`config.mk`:
```
export PLATFORM = sky130hd
export DESIGN_NAME = div_unit
export DESIGN_NICKNAME = d
export VERILOG_FILES = /design/src/rtl/div_unit_pkg.sv /design/src/rtl/div_unit.sv
export SDC_FILE = /design/constraint.sdc
export NUM_CORES = 1
export LEC_CHECK = 0
export CAP_MARGIN = 20
export CORE_MARGIN = 2
export CORE_UTILIZATION = 55
export CTS_CLUSTER_DIAMETER = 60
export DETAILED_ROUTE_END_ITERATION = 16
export PLACE_DENSITY = 0.79
export SETUP_SLACK_MARGIN = 0.02
export SKIP_CTS_REPAIR_TIMING = 1
export SKIP_LAST_GASP = 1
export SYNTH_ARGS = -nofsm -noshare
export SYNTH_HDL_FRONTEND = slang
export SYNTH_SLANG_ARGS = --single-unit
```
`constraint.sdc`:
```
create_clock -name clk -period 9.41 [get_ports clk]
set_input_delay 0.941 -clock clk [delete_from_list [all_inputs] [get_ports clk]]
set_output_delay 0.941 -clock clk [all_outputs]
set_load 0.01 [all_outputs]
```
`src/rtl/div_unit_pkg.sv`:
```
// Shared CPU definitions used by the divider, the multiplier and the control unit.
package div_unit_pkg;

    // Divider sequencing states
    typedef enum logic [1:0] {
        IDLE = 2'd0,
        RUN  = 2'd1,
        FIX  = 2'd2
    } div_state_t;

    // R-type funct codes routed to the HI/LO arithmetic blocks
    localparam logic [5:0] FUNCT_MULT = 6'h18;
    localparam logic [5:0] FUNCT_DIV  = 6'h1a;

endpackage

```
`src/rtl/div_unit.sv`:
```
// Multi-cycle signed restoring divider: quotient on LO, remainder on HI.
// Operands are reduced to magnitudes at start, divided unsigned over WIDTH
// cycles, and the signs are reapplied in a single fix-up cycle.
module div_unit
    import div_unit_pkg::*;
#(
    parameter int WIDTH = 32
) (
    input  logic             clk,
    input  logic             reset,
    input  logic             DivCtrl,
    input  logic [WIDTH-1:0] DivA,
    input  logic [WIDTH-1:0] DivB,
    output logic [WIDTH-1:0] HI,
    output logic [WIDTH-1:0] LO,
    output logic             DivZero,
    output logic             DivStop
);

    localparam int               CNT_W = $clog2(WIDTH);
    localparam logic [CNT_W-1:0] LAST  = CNT_W'(WIDTH - 1);

    div_state_t       state;
    div_state_t       state_next;
    logic             div_ctrl_q;
    logic             start;
    logic             divisor_zero;
    logic             neg_q;
    logic             neg_r;
    logic [WIDTH-1:0] dvd;
    logic [WIDTH-1:0] dvs;
    logic [WIDTH-1:0] rem;
    logic [CNT_W-1:0] cnt;
    logic [WIDTH-1:0] abs_a;
    logic [WIDTH-1:0] abs_b;
    logic [WIDTH:0]   trial;
    logic             trial_ge;
    logic [WIDTH-1:0] rem_next;

    // Operand magnitudes and one restoring-division step.  The most negative
    // value maps onto itself, which is the correct unsigned magnitude.  When
    // the trial value reaches the divisor the difference always fits in WIDTH
    // bits, so a WIDTH-bit subtract is sufficient.
    always_comb begin
        abs_a        = DivA[WIDTH-1] ? (~DivA + WIDTH'(1)) : DivA;
        abs_b        = DivB[WIDTH-1] ? (~DivB + WIDTH'(1)) : DivB;
        divisor_zero = (DivB == '0);
        trial        = {rem, dvd[WIDTH-1]};
        trial_ge     = (trial >= {1'b0, dvs});
        rem_next     = trial_ge ? (trial[WIDTH-1:0] - dvs) : trial[WIDTH-1:0];
    end

    // Next-state logic; a start is a rising edge of DivCtrl seen while idle
    always_comb begin
        state_next = state;
        start      = (state == IDLE) && DivCtrl && !div_ctrl_q;
        case (state)
            IDLE: begin
                if (start && !divisor_zero) begin
                    state_next = RUN;
                end
            end
            RUN: begin
                if (cnt == LAST) begin
                    state_next = FIX;
                end
            end
            FIX: begin
                state_next = IDLE;
            end
            default: begin
                state_next = IDLE;
            end
        endcase
    end

    // State register
    always_ff @(posedge clk) begin
        if (reset) begin
            state <= IDLE;
        end else begin
            state <= state_next;
        end
    end

    // Datapath: operand capture, iteration registers, results and pulses
    always_ff @(posedge clk) begin
        if (reset) begin
            div_ctrl_q <= 1'b0;
            neg_q      <= 1'b0;
            neg_r      <= 1'b0;
            dvd        <= '0;
            dvs        <= '0;
            rem        <= '0;
            cnt        <= '0;
            HI         <= '0;
            LO         <= '0;
            DivZero    <= 1'b0;
            DivStop    <= 1'b0;
        end else begin
            div_ctrl_q <= DivCtrl;
            DivZero    <= 1'b0;
            DivStop    <= 1'b0;
            case (state)
                IDLE: begin
                    if (start) begin
                        if (divisor_zero) begin
                            DivZero <= 1'b1;
                        end else begin
                            neg_q <= DivA[WIDTH-1] ^ DivB[WIDTH-1];
                            neg_r <= DivA[WIDTH-1];
                            dvd   <= abs_a;
                            dvs   <= abs_b;
                            rem   <= '0;
                            cnt   <= '0;
                        end
                    end
                end
                RUN: begin
                    dvd <= {dvd[WIDTH-2:0], trial_ge};
                    rem <= rem_next;
                    cnt <= cnt + CNT_W'(1);
                end
                FIX: begin
                    LO      <= neg_q ? (-dvd) : dvd;
                    HI      <= neg_r ? (-rem) : rem;
                    DivStop <= 1'b1;
                end
                default: begin
                end
            endcase
        end
    end

endmodule

```
==> impl_metrics.tcl <==
set metrics [dict create \
    status "completed" \
    grt_usage_pct 27.0 \
    path_max_fanout 47 \
    ant_nets 0 \
    drtIter0Drc 744 \
    multi_input_area_sq_um 6800 \
    antenna_found_initial 0 \
    fin_util_pct 66.2 \
    fin_cells 1739 \
    overflow 0 \
    p_total_mw 3.07 \
    path_clk_slew_ps 70 \
    synth-seq-cells 172 \
    firstDrtPassIters 7 \
    syn2layout_area_growth_pct 18.6 \
    worst_hold_slack_ps 457 \
    slew_viol_final 0 \
    die_w_um 144 \
    core_sq_um 19300 \
    grt_max_degree 119 \
    p_leak_nw 4.75 \
    yosysWarnings 0 \
    syn-instance-count 1384 \
    vias 10200 \
    htree_levels 4 \
    dieArea_sq_um 20800 \
    grt_pass1_wl_um 45100 \
    criticalPathCategory "in -> reg" \
    finalSetupTns_ps 0 \
    setup.worst_path.start "DivB[10]" \
    tightest_slew_ps 1070 \
    arrival_ps 4570 \
    wirelength_um 27500 \
    peakVddDrop_v 0.000228 \
    max_cap_violations 0 \
    row_count 51 \
    rsz0062_at_grt "no" \
    ys_seq_area_share_pct 31.9 \
    cts_tree "done" \
    critPathLaunchType "input port" \
    hpwlAfterDp_um 20000 \
    fin_crit_ps 4270 \
    clock.fmax_mhz 234 \
    synth-main-ff-cell "dfxtp_1" \
    die_h_um 144 \
    endpoint_kind "register" \
    synth_area_sq_um 10800 \
    synth_nets 1490 \
    routedWlPerCell_um 15.8 \
    start_util_pct 55.8 \
    io_buffers 132 \
    drive_above_1_share_pct 4.82 \
    async_flop_share_pct 0 \
    syn_avg_cell_area_sq_um 7.80 \
    fill_cells 1653 \
    synthDistinctLibCells 67 \
    grt_pass1_vias 9053 \
    hold_start "HI[28]" \
    p_per_area_nw_per_um2 240 \
    skew_ps 8.05 \
    cts-root-buf "clkbuf_16" \
    finalHoldViolCount 0 \
    place.gp.congestion 0.976 \
    clockBufferDepth 2 \
    synth-edff-count 0 \
    r2r-start "rem[2]" \
    drc_errors 0 \
    vias_per_cell 5.84 \
    clk_latency_ps 440 \
    layout.nets 1568 \
    relSlewSlack_pct 28.9 \
    crit_required_ps 9710 \
    cts.sinks 172 \
    antenna_cells 0 \
    finalSetupViolations 0 \
    seq_area_sq_um 3440 \
    io_pins 133 \
    dp.cells 1707 \
    hp-class "reg -> reg" \
    fin_crit_sh_pct 45.4 \
    numCtsBuffers 17 \
]
[synthesized netlist by cell type (24+ instances only)]
cell type	instances	share of area (%)
dfxtp_1	172	32
nand2_1	161	5.6
nor2_1	159	5.5
xor2_1	114	9.3
a211oi_1	106	7.4
a21oi_1	93	4.3
o21ai_0	93	4.3
clkbuf_1	69	2.4
inv_1	56	1.9
ha_1	38	4.4
o31ai_1	32	2.2
o211ai_1	26	1.8
xnor2_1	24	1.9
[kinds of logic after synthesis]
| group | Yosys count | synth area share (%) |
|---|---|---|
| AND/OR/NAND/NOR | 453 | 19.2 |
| AO/OA/AOI/OAI | 420 | 25.5 |
| flip-flops | 172 | 31.9 |
| buffers and inverters | 139 | 5.43 |
| XOR/XNOR | 138 | 11.2 |
| adder cells (fa/ha/maj) | 39 | 4.59 |
| multiplexers | 23 | 2.17 |
[registers in the layout (all words and copies together) (netlist names)]
name        cells
cnt             5
dvd            32
neg_r           1
DivStop         1
rem            32
DivZero         1
div_ctrl_q      1
neg_q           1
HI             32
dvs            32
state           2
LO             32
[area by class of cell]
class / instances / share of cell area (%)
multi-input cells: 1073 / 53.1
inverters: 56 / 1.64
clock buffers: 17 / 3.32
repair buffers: 142 / 11.0
flip-flops and latches: 172 / 26.9
clock inverters: 14 / 1.43
well taps: 265 / 2.59
[power breakdown]
group / internal [mW] / total [mW] / switching (mW)
logic: 0.622 / 1.44 / 0.819
clock network: 0.423 / 0.734 / 0.311
registers: 0.787 / 0.897 / 0.109
total: 1.83 / 3.07 / 1.24
[final timing paths]
kind                   to  slack [ps]  cells after the start
hold / removal     HI[28]         460                      2
setup / recovery  dvd[20]        5140                     11
setup reg to reg   HI[31]        5810                      9
hold reg to reg    HI[28]         460                      2
[per-layer routing]
layer	global-route usage (%)	up-vias	wire length, um
li1	-	5140	-
met1	41.0	4608	13600
met2	39.5	382	11500
met3	4.17	30	2080
met4	7.07	0	391
met5	0	-	0
[placed cells by master, fill, tap and decap left out, types with 5 or more instances in the layout]
master	instances
a21o_1	10
inv_1	56
or2_2	5
o31ai_1	32
nand3_1	11
a31oi_1	6
or4_1	18
o21ai_0	93
clkbuf_16	18
nand4_1	8
or3_1	20
nand2_1	161
ha_1	38
nor4_1	8
xnor2_1	24
nand2b_1	7
dfxtp_1	172
nor3_1	18
and3_1	10
o41ai_1	19
o211ai_1	26
a21oi_1	93
clkdlybuf4s50_1	131
nor2_1	159
mux2i_1	20
xor2_1	114
a211oi_1	106
buf_4	10
nor2b_1	6
[per-stage QoR]
step / worst slack (ps) / instance area (sq um)
6_report: 5140 / 12800
5_1_grt: 4890 / 12800
4_1_cts: 5190 / 12800
3_5_place_dp: 4740 / 12200
3_3_place_gp: 4810 / 12200
2_1_floorplan: 5650 / 10800
[critical path, cell delays in order]
cell and delay [ps]:
clkdlybuf4s50_1 450, or4_1 550, or3_1 380, or4_1 490, nor3_1 560, nand3_1 260, o21ai_2 160, buf_4 420
a211oi_1 100, a21oi_1 200, nor2_1 50
(Power assumes the default switching activity.)
